## config.mk

```make
export PLATFORM = sky130hd
export DESIGN_NAME = sb_cfg_shadow_array
export DESIGN_NICKNAME = d
export VERILOG_FILES = /design/src/rtl/sb_cfg_shadow_array.sv
export SDC_FILE = /design/constraint.sdc
export NUM_CORES = 1
export LEC_CHECK = 0
export CAP_MARGIN = 25
export CORE_ASPECT_RATIO = 0.6
export CORE_MARGIN = 2
export CORE_UTILIZATION = 48
export DETAILED_ROUTE_END_ITERATION = 8
export PLACE_DENSITY = 0.75
export SYNTH_ARGS = -nofsm -noshare
export SYNTH_HDL_FRONTEND = slang
export SYNTH_SLANG_ARGS = --single-unit
```

## constraint.sdc

```tcl
create_clock -name prog_clk -period 1.5 [get_ports prog_clk]
set_clock_uncertainty 0.05 [all_clocks]
set_input_delay 0.3 -clock prog_clk [delete_from_list [all_inputs] [get_ports prog_clk]]
set_output_delay 0.3 -clock prog_clk [all_outputs]
set_load 0.1 [all_outputs]
```

## src/rtl/sb_cfg_shadow_array.sv

```systemverilog
// Switch-block mux column with a double-buffered ccff configuration: the serial shadow
// chain loads while the active words keep driving routing, and a commit copies it across.

module sb_cfg_mux_lane #(
    parameter int MUX_SIZE = 5,
    parameter int SEL_W    = 3
) (
    input  logic                en,
    input  logic [SEL_W-1:0]    sel,
    input  logic [MUX_SIZE-1:0] in_vec,
    output logic                y
);
    // Out-of-range selects match no input and leave the track at 0
    always_comb begin
        y = 1'b0;
        if (en) begin
            for (int j = 0; j < MUX_SIZE; j++) begin
                if (sel == SEL_W'(j)) y = in_vec[j];
            end
        end
    end
endmodule

module sb_cfg_shadow_array #(
    parameter int NUM_MUX  = 4,
    parameter int MUX_SIZE = 5,
    parameter int OUT_REG  = 0
) (
    input  logic                        prog_clk,
    input  logic                        pReset,
    input  logic                        ccff_head,
    input  logic                        ccff_shift_en,
    input  logic                        ccff_commit,
    input  logic [NUM_MUX*MUX_SIZE-1:0] mux_in,
    output logic [NUM_MUX-1:0]          chan_out,
    output logic                        ccff_tail,
    output logic                        cfg_done,
    output logic                        cfg_err
);
    localparam int SEL_W     = $clog2(MUX_SIZE);
    localparam int CFG_W     = SEL_W + 1;
    localparam int CHAIN_LEN = NUM_MUX * CFG_W;
    localparam int CNT_W     = $clog2(CHAIN_LEN + 1);

    typedef enum logic [1:0] {IDLE, SHIFT, FULL} state_t;

    state_t                           state, state_nxt;
    logic [CHAIN_LEN-1:0]             sh, sh_nxt;
    logic [NUM_MUX-1:0][CFG_W-1:0]    active, active_nxt;
    logic [CNT_W-1:0]                 bit_cnt, cnt_nxt;
    logic                             done_nxt, err_nxt;
    logic [NUM_MUX-1:0]               mux_y;

    always_ff @(posedge prog_clk or negedge pReset) begin
        if (!pReset) begin
            state    <= IDLE;
            sh       <= '0;
            active   <= '0;
            bit_cnt  <= '0;
            cfg_done <= 1'b0;
            cfg_err  <= 1'b0;
        end else begin
            state    <= state_nxt;
            sh       <= sh_nxt;
            active   <= active_nxt;
            bit_cnt  <= cnt_nxt;
            cfg_done <= done_nxt;
            cfg_err  <= err_nxt;
        end
    end

    // Commit has priority over shift so a simultaneous request never moves the chain
    always_comb begin
        state_nxt  = state;
        sh_nxt     = sh;
        active_nxt = active;
        cnt_nxt    = bit_cnt;
        done_nxt   = 1'b0;
        err_nxt    = cfg_err;
        if (ccff_commit) begin
            cnt_nxt   = '0;
            state_nxt = IDLE;
            if (state == FULL) begin
                active_nxt = sh;
                done_nxt   = 1'b1;
                err_nxt    = 1'b0;
            end else begin
                err_nxt = 1'b1;
            end
        end else if (ccff_shift_en) begin
            sh_nxt = {sh[CHAIN_LEN-2:0], ccff_head};
            if (state == FULL) begin
                err_nxt = 1'b1;
            end else begin
                if (bit_cnt != CNT_W'(CHAIN_LEN)) cnt_nxt = bit_cnt + 1'b1;
                state_nxt = (cnt_nxt == CNT_W'(CHAIN_LEN)) ? FULL : SHIFT;
            end
        end
    end

    assign ccff_tail = sh[CHAIN_LEN-1];

    for (genvar i = 0; i < NUM_MUX; i++) begin : g_lane
        sb_cfg_mux_lane #(.MUX_SIZE(MUX_SIZE), .SEL_W(SEL_W)) u_lane (
            .en     (active[i][CFG_W-1]),
            .sel    (active[i][SEL_W-1:0]),
            .in_vec (mux_in[i*MUX_SIZE +: MUX_SIZE]),
            .y      (mux_y[i])
        );
    end

    if (OUT_REG != 0) begin : g_oreg
        logic [NUM_MUX-1:0] chan_q;
        always_ff @(posedge prog_clk or negedge pReset) begin
            if (!pReset) chan_q <= '0;
            else         chan_q <= mux_y;
        end
        assign chan_out = chan_q;
    end else begin : g_ocomb
        assign chan_out = mux_y;
    end
endmodule

```

==> impl_summary.log <==
[metrics] clock slew seen by the registers of the worst setup and hold paths: 70 ps
[metrics] buffer type at the clock tree root: clkbuf_8
[metrics] hold violation count in the final report: 0
[metrics] number of placed instances, taps included: 245
[metrics] area growth from synthesis to layout: 37.35%
[metrics] top-level port count: 32
[metrics] Setup TNS: -1421 ps
[metrics] Mean Syn Cell Area: 13.27 um^2
[metrics] cell area after synthesis: 2017 um^2
[metrics] post-synthesis sequential element count: 41
[metrics] setup violators final: 4
[metrics] commonest non-fill, non-tap cells in the layout: dfrtp_1, mux2_2, clkdlybuf4s50_1
[metrics] met2 capacity usage during global routing: 0.2513
[metrics] maximum clock insertion buffer count: 2
[metrics] Crit Path Category: in -> out
[metrics] worst relative slew slack: 0.8254
[metrics] top cell family by delay on the critical path: buffers and inverters
[metrics] utilization after layout: 0.6796
[metrics] number of global-route vias before repair: 1250
[metrics] Die Y-Extent: 54.21 um
[metrics] Data required, critical path: 1150 ps
[metrics] worst setup slack before clock tree synthesis: -383.0 ps
[metrics] global-route layer with the greatest usage: met2
[metrics] most common library cell in the layout ignoring fill and taps: dfrtp_1
[metrics] number of levels the H-tree was split into: 2
[metrics] status: complete, but fails checks
[metrics] Worst Setup End Kind: output pin
[metrics] Max Clk Rate: 535.6 MHz
[metrics] clock tree from TritonCTS: done
[metrics] total power density per cell area: 1336 nW/um^2
[metrics] total overflow reported by the global router: 0
[metrics] Inserted Diodes: 0
[metrics] Worst Setup Slack, final: -367.2 ps
[metrics] final slew viol count: 0
[metrics] M3 GR Usage: 0.05279
[metrics] failing checks: setup timing
[metrics] wire length of the first global-routing pass: 5927 um
[metrics] delay contributed by the slowest stage of the critical path: 470 ps
[metrics] detailed-router iteration count before antenna repair: 4
[metrics] Fill cells: 279
[metrics] count of maximum capacitance violations: 0
[metrics] Buffers & Inverters on Critical Path: 2
[metrics] kind of start point of the critical path: input pin
[metrics] DP HPWL: 2599 um
[metrics] Worst Max-Slew Pin Slew: 262.0 ps
[metrics] Vias: 1350
[metrics] leakage power total: 0.001183 uW
[metrics] standard cell with the maximum stage delay on the critical path: mux4_2
[metrics] cell chain of the critical path: clkdlybuf4s50_1, mux4_2, nand2b_1, a21boi_2, buf_12
[metrics] library cell occupying the most area in the post-synthesis netlist: dfrtp_1
[metrics] Post-layout nets: 225
[metrics] insertion delay of the later-clocked pin in the worst-skew pair: 290 ps
[metrics] area share of the largest cell type after synthesis: 0.5087
[metrics] antenna violations before repair: 0
[metrics] number of distinct standard cells referenced by the synthesized netlist: 34
[metrics] worst-path maximum fanout: 1
[metrics] Hold Path Class: in -> async
[metrics] residual DRC count: 0
[metrics] sequential fraction of the synthesis area: 0.5087
[metrics] die footprint: 4753 um^2
[metrics] peak supply drop: 1.001 mV
[metrics] Post-Layout Cell Count: 259
[metrics] placement row count: 18
[metrics] net count after synthesis: 179
[metrics] setup repair after global routing missed its margin: true
[metrics] final clock period utilization by the worst path: 1.245
[metrics] starting density of the core: 0.4948
[metrics] met1 usage in global routing: 0.2365
[metrics] die outline width: 87.69 um
[metrics] GRT Total Usage: 0.1703
[metrics] IO Port Bufs: 31
[metrics] Clock Sinks: 41
[metrics] final wirelength: 4013 um
[metrics] cells taking the most area after synthesis: dfrtp_1, mux2_2, mux2_4
[metrics] Via density: 5.212
[metrics] area of the core: 4076 um^2
[metrics] synthesis warning total: 0
[metrics] Initial DRC Count: 79
[metrics] Antenna Nets Post-Route: 0
[metrics] synthesized instance count: 152
[metrics] WP data arrival: 1520 ps
[metrics] RD Place Congestion: 0.8637
[metrics] WL per Instance: 15.49 um
[metrics] shortest period the worst path allows: 1867 ps
[metrics] total power of the final layout: 3702 uW
[metrics] maximum number of pins on one net before global-route repair: 42
[metrics] CTS Buf Count: 5
[metrics] fraction of layout cells with a size suffix above 1: 0.4724
cells by family after synthesis:
family,share of synthesized area
buffers and inverters,0.05956
AND/OR/NAND/NOR,0.1055
multiplexers,0.2382
adder cells (fa/ha/maj),0.01240
AO/OA/AOI/OAI,0.05832
XOR/XNOR,0.01737
flip-flops,0.5087
Yosys cell counts:
| library cell | instances |
|---|---|
| o21ba_1 | 1 |
| buf_12 | 1 |
| inv_1 | 5 |
| or3_1 | 1 |
| nand2b_1 | 4 |
| a21oi_1 | 3 |
| buf_4 | 5 |
| nand3_1 | 8 |
| o22ai_1 | 1 |
| a311o_1 | 1 |
| nand3b_1 | 2 |
| nor4b_1 | 1 |
| o31ai_1 | 2 |
| or3b_1 | 1 |
| a211oi_1 | 1 |
| nor2b_2 | 2 |
| buf_6 | 3 |
| nor2_1 | 9 |
| a21boi_0 | 5 |
| dfrtp_1 | 41 |
| xnor2_1 | 4 |
| o311a_1 | 1 |
| or2b_1 | 1 |
| nand2_1 | 4 |
| mux2_2 | 24 |
| and4bb_2 | 1 |
| nand4_1 | 1 |
| buf_2 | 2 |
| and2_4 | 1 |
| mux2_4 | 8 |
| ha_1 | 2 |
| a31oi_1 | 1 |
| nor3b_1 | 1 |
| mux4_2 | 4 |
through the flow:
stage	instance area [um^2]	hold slack, ps
2_1_floorplan	2032	-45.59
3_3_place_gp	2489	229.6
3_5_place_dp	2489	235.3
4_1_cts	2610	456.1
5_1_grt	2770	494.0
6_report	2770	442.3
registers in the layout (all words and copies together), names as in the netlist:
name / count
cfg_done: 1
bit_cnt: 5
state: 2
cfg_err: 1
sh: 16
active: 16
power breakdown:
group / switching, uW / leakage, uW / internal (uW)
Sequential: 275 / 0.000527 / 1440
Clock: 378 / 0.0000439 / 321
Combinational: 558 / 0.000613 / 731
worst reg2reg max path: cells and delay by family (launching register included):
kind	cells	cell delay, ps
compound gates	1	120
fa+ha+maj	1	160
buf+inv	1	80
flops	1	440
simple gates	2	590
routing by layer:
metal | vias up | share of wire
met5 | - | 0
met4 | 0 | 0.011
met3 | 7 | 0.064
met2 | 52 | 0.46
met1 | 661 | 0.46
li1 | 630 | -
final timing paths:
check / from / end / slack, ps / cells past startpoint
setup / recovery: mux_in[8] / chan_out[1] / -370 / 5
setup reg to reg: bit_cnt[1] / bit_cnt[2] / 0 / 5
max in group asynchronous: pReset / bit_cnt[2] / 740 / 3
hold / removal: pReset / bit_cnt[0] / 440 / 3
hold reg to reg: active[15] / active[15] / 460 / 1
min in group prog_clk: active[15] / active[15] / 460 / 1
what timing repair did:
| action | CTS | global route |
|---|---|---|
| setup endpoints to repair | 6 | 17 |
| endpoints found under the hold margin | 41 | 0 |
| gates resized for setup | 7 | 19 |
| setup buffers | 0 | 6 |
| gates cloned | 0 | 0 |
| hold buffers | 1 | 0 |
| pin swaps | 1 | 9 |
cell type report:
cell class	count	area [um^2]	share of cell area
Timing Repair Buffer	50	581.8	0.2100
Sequential cell	41	1030	0.3717
Clock buffer	5	68.82	0.02484
Tap cell	60	75.07	0.02710
Multi-Input combinational cell	95	978.4	0.3532
Clock inverter	3	17.52	0.006323
Inverter	5	18.77	0.006775
(Power assumes the default switching activity.)
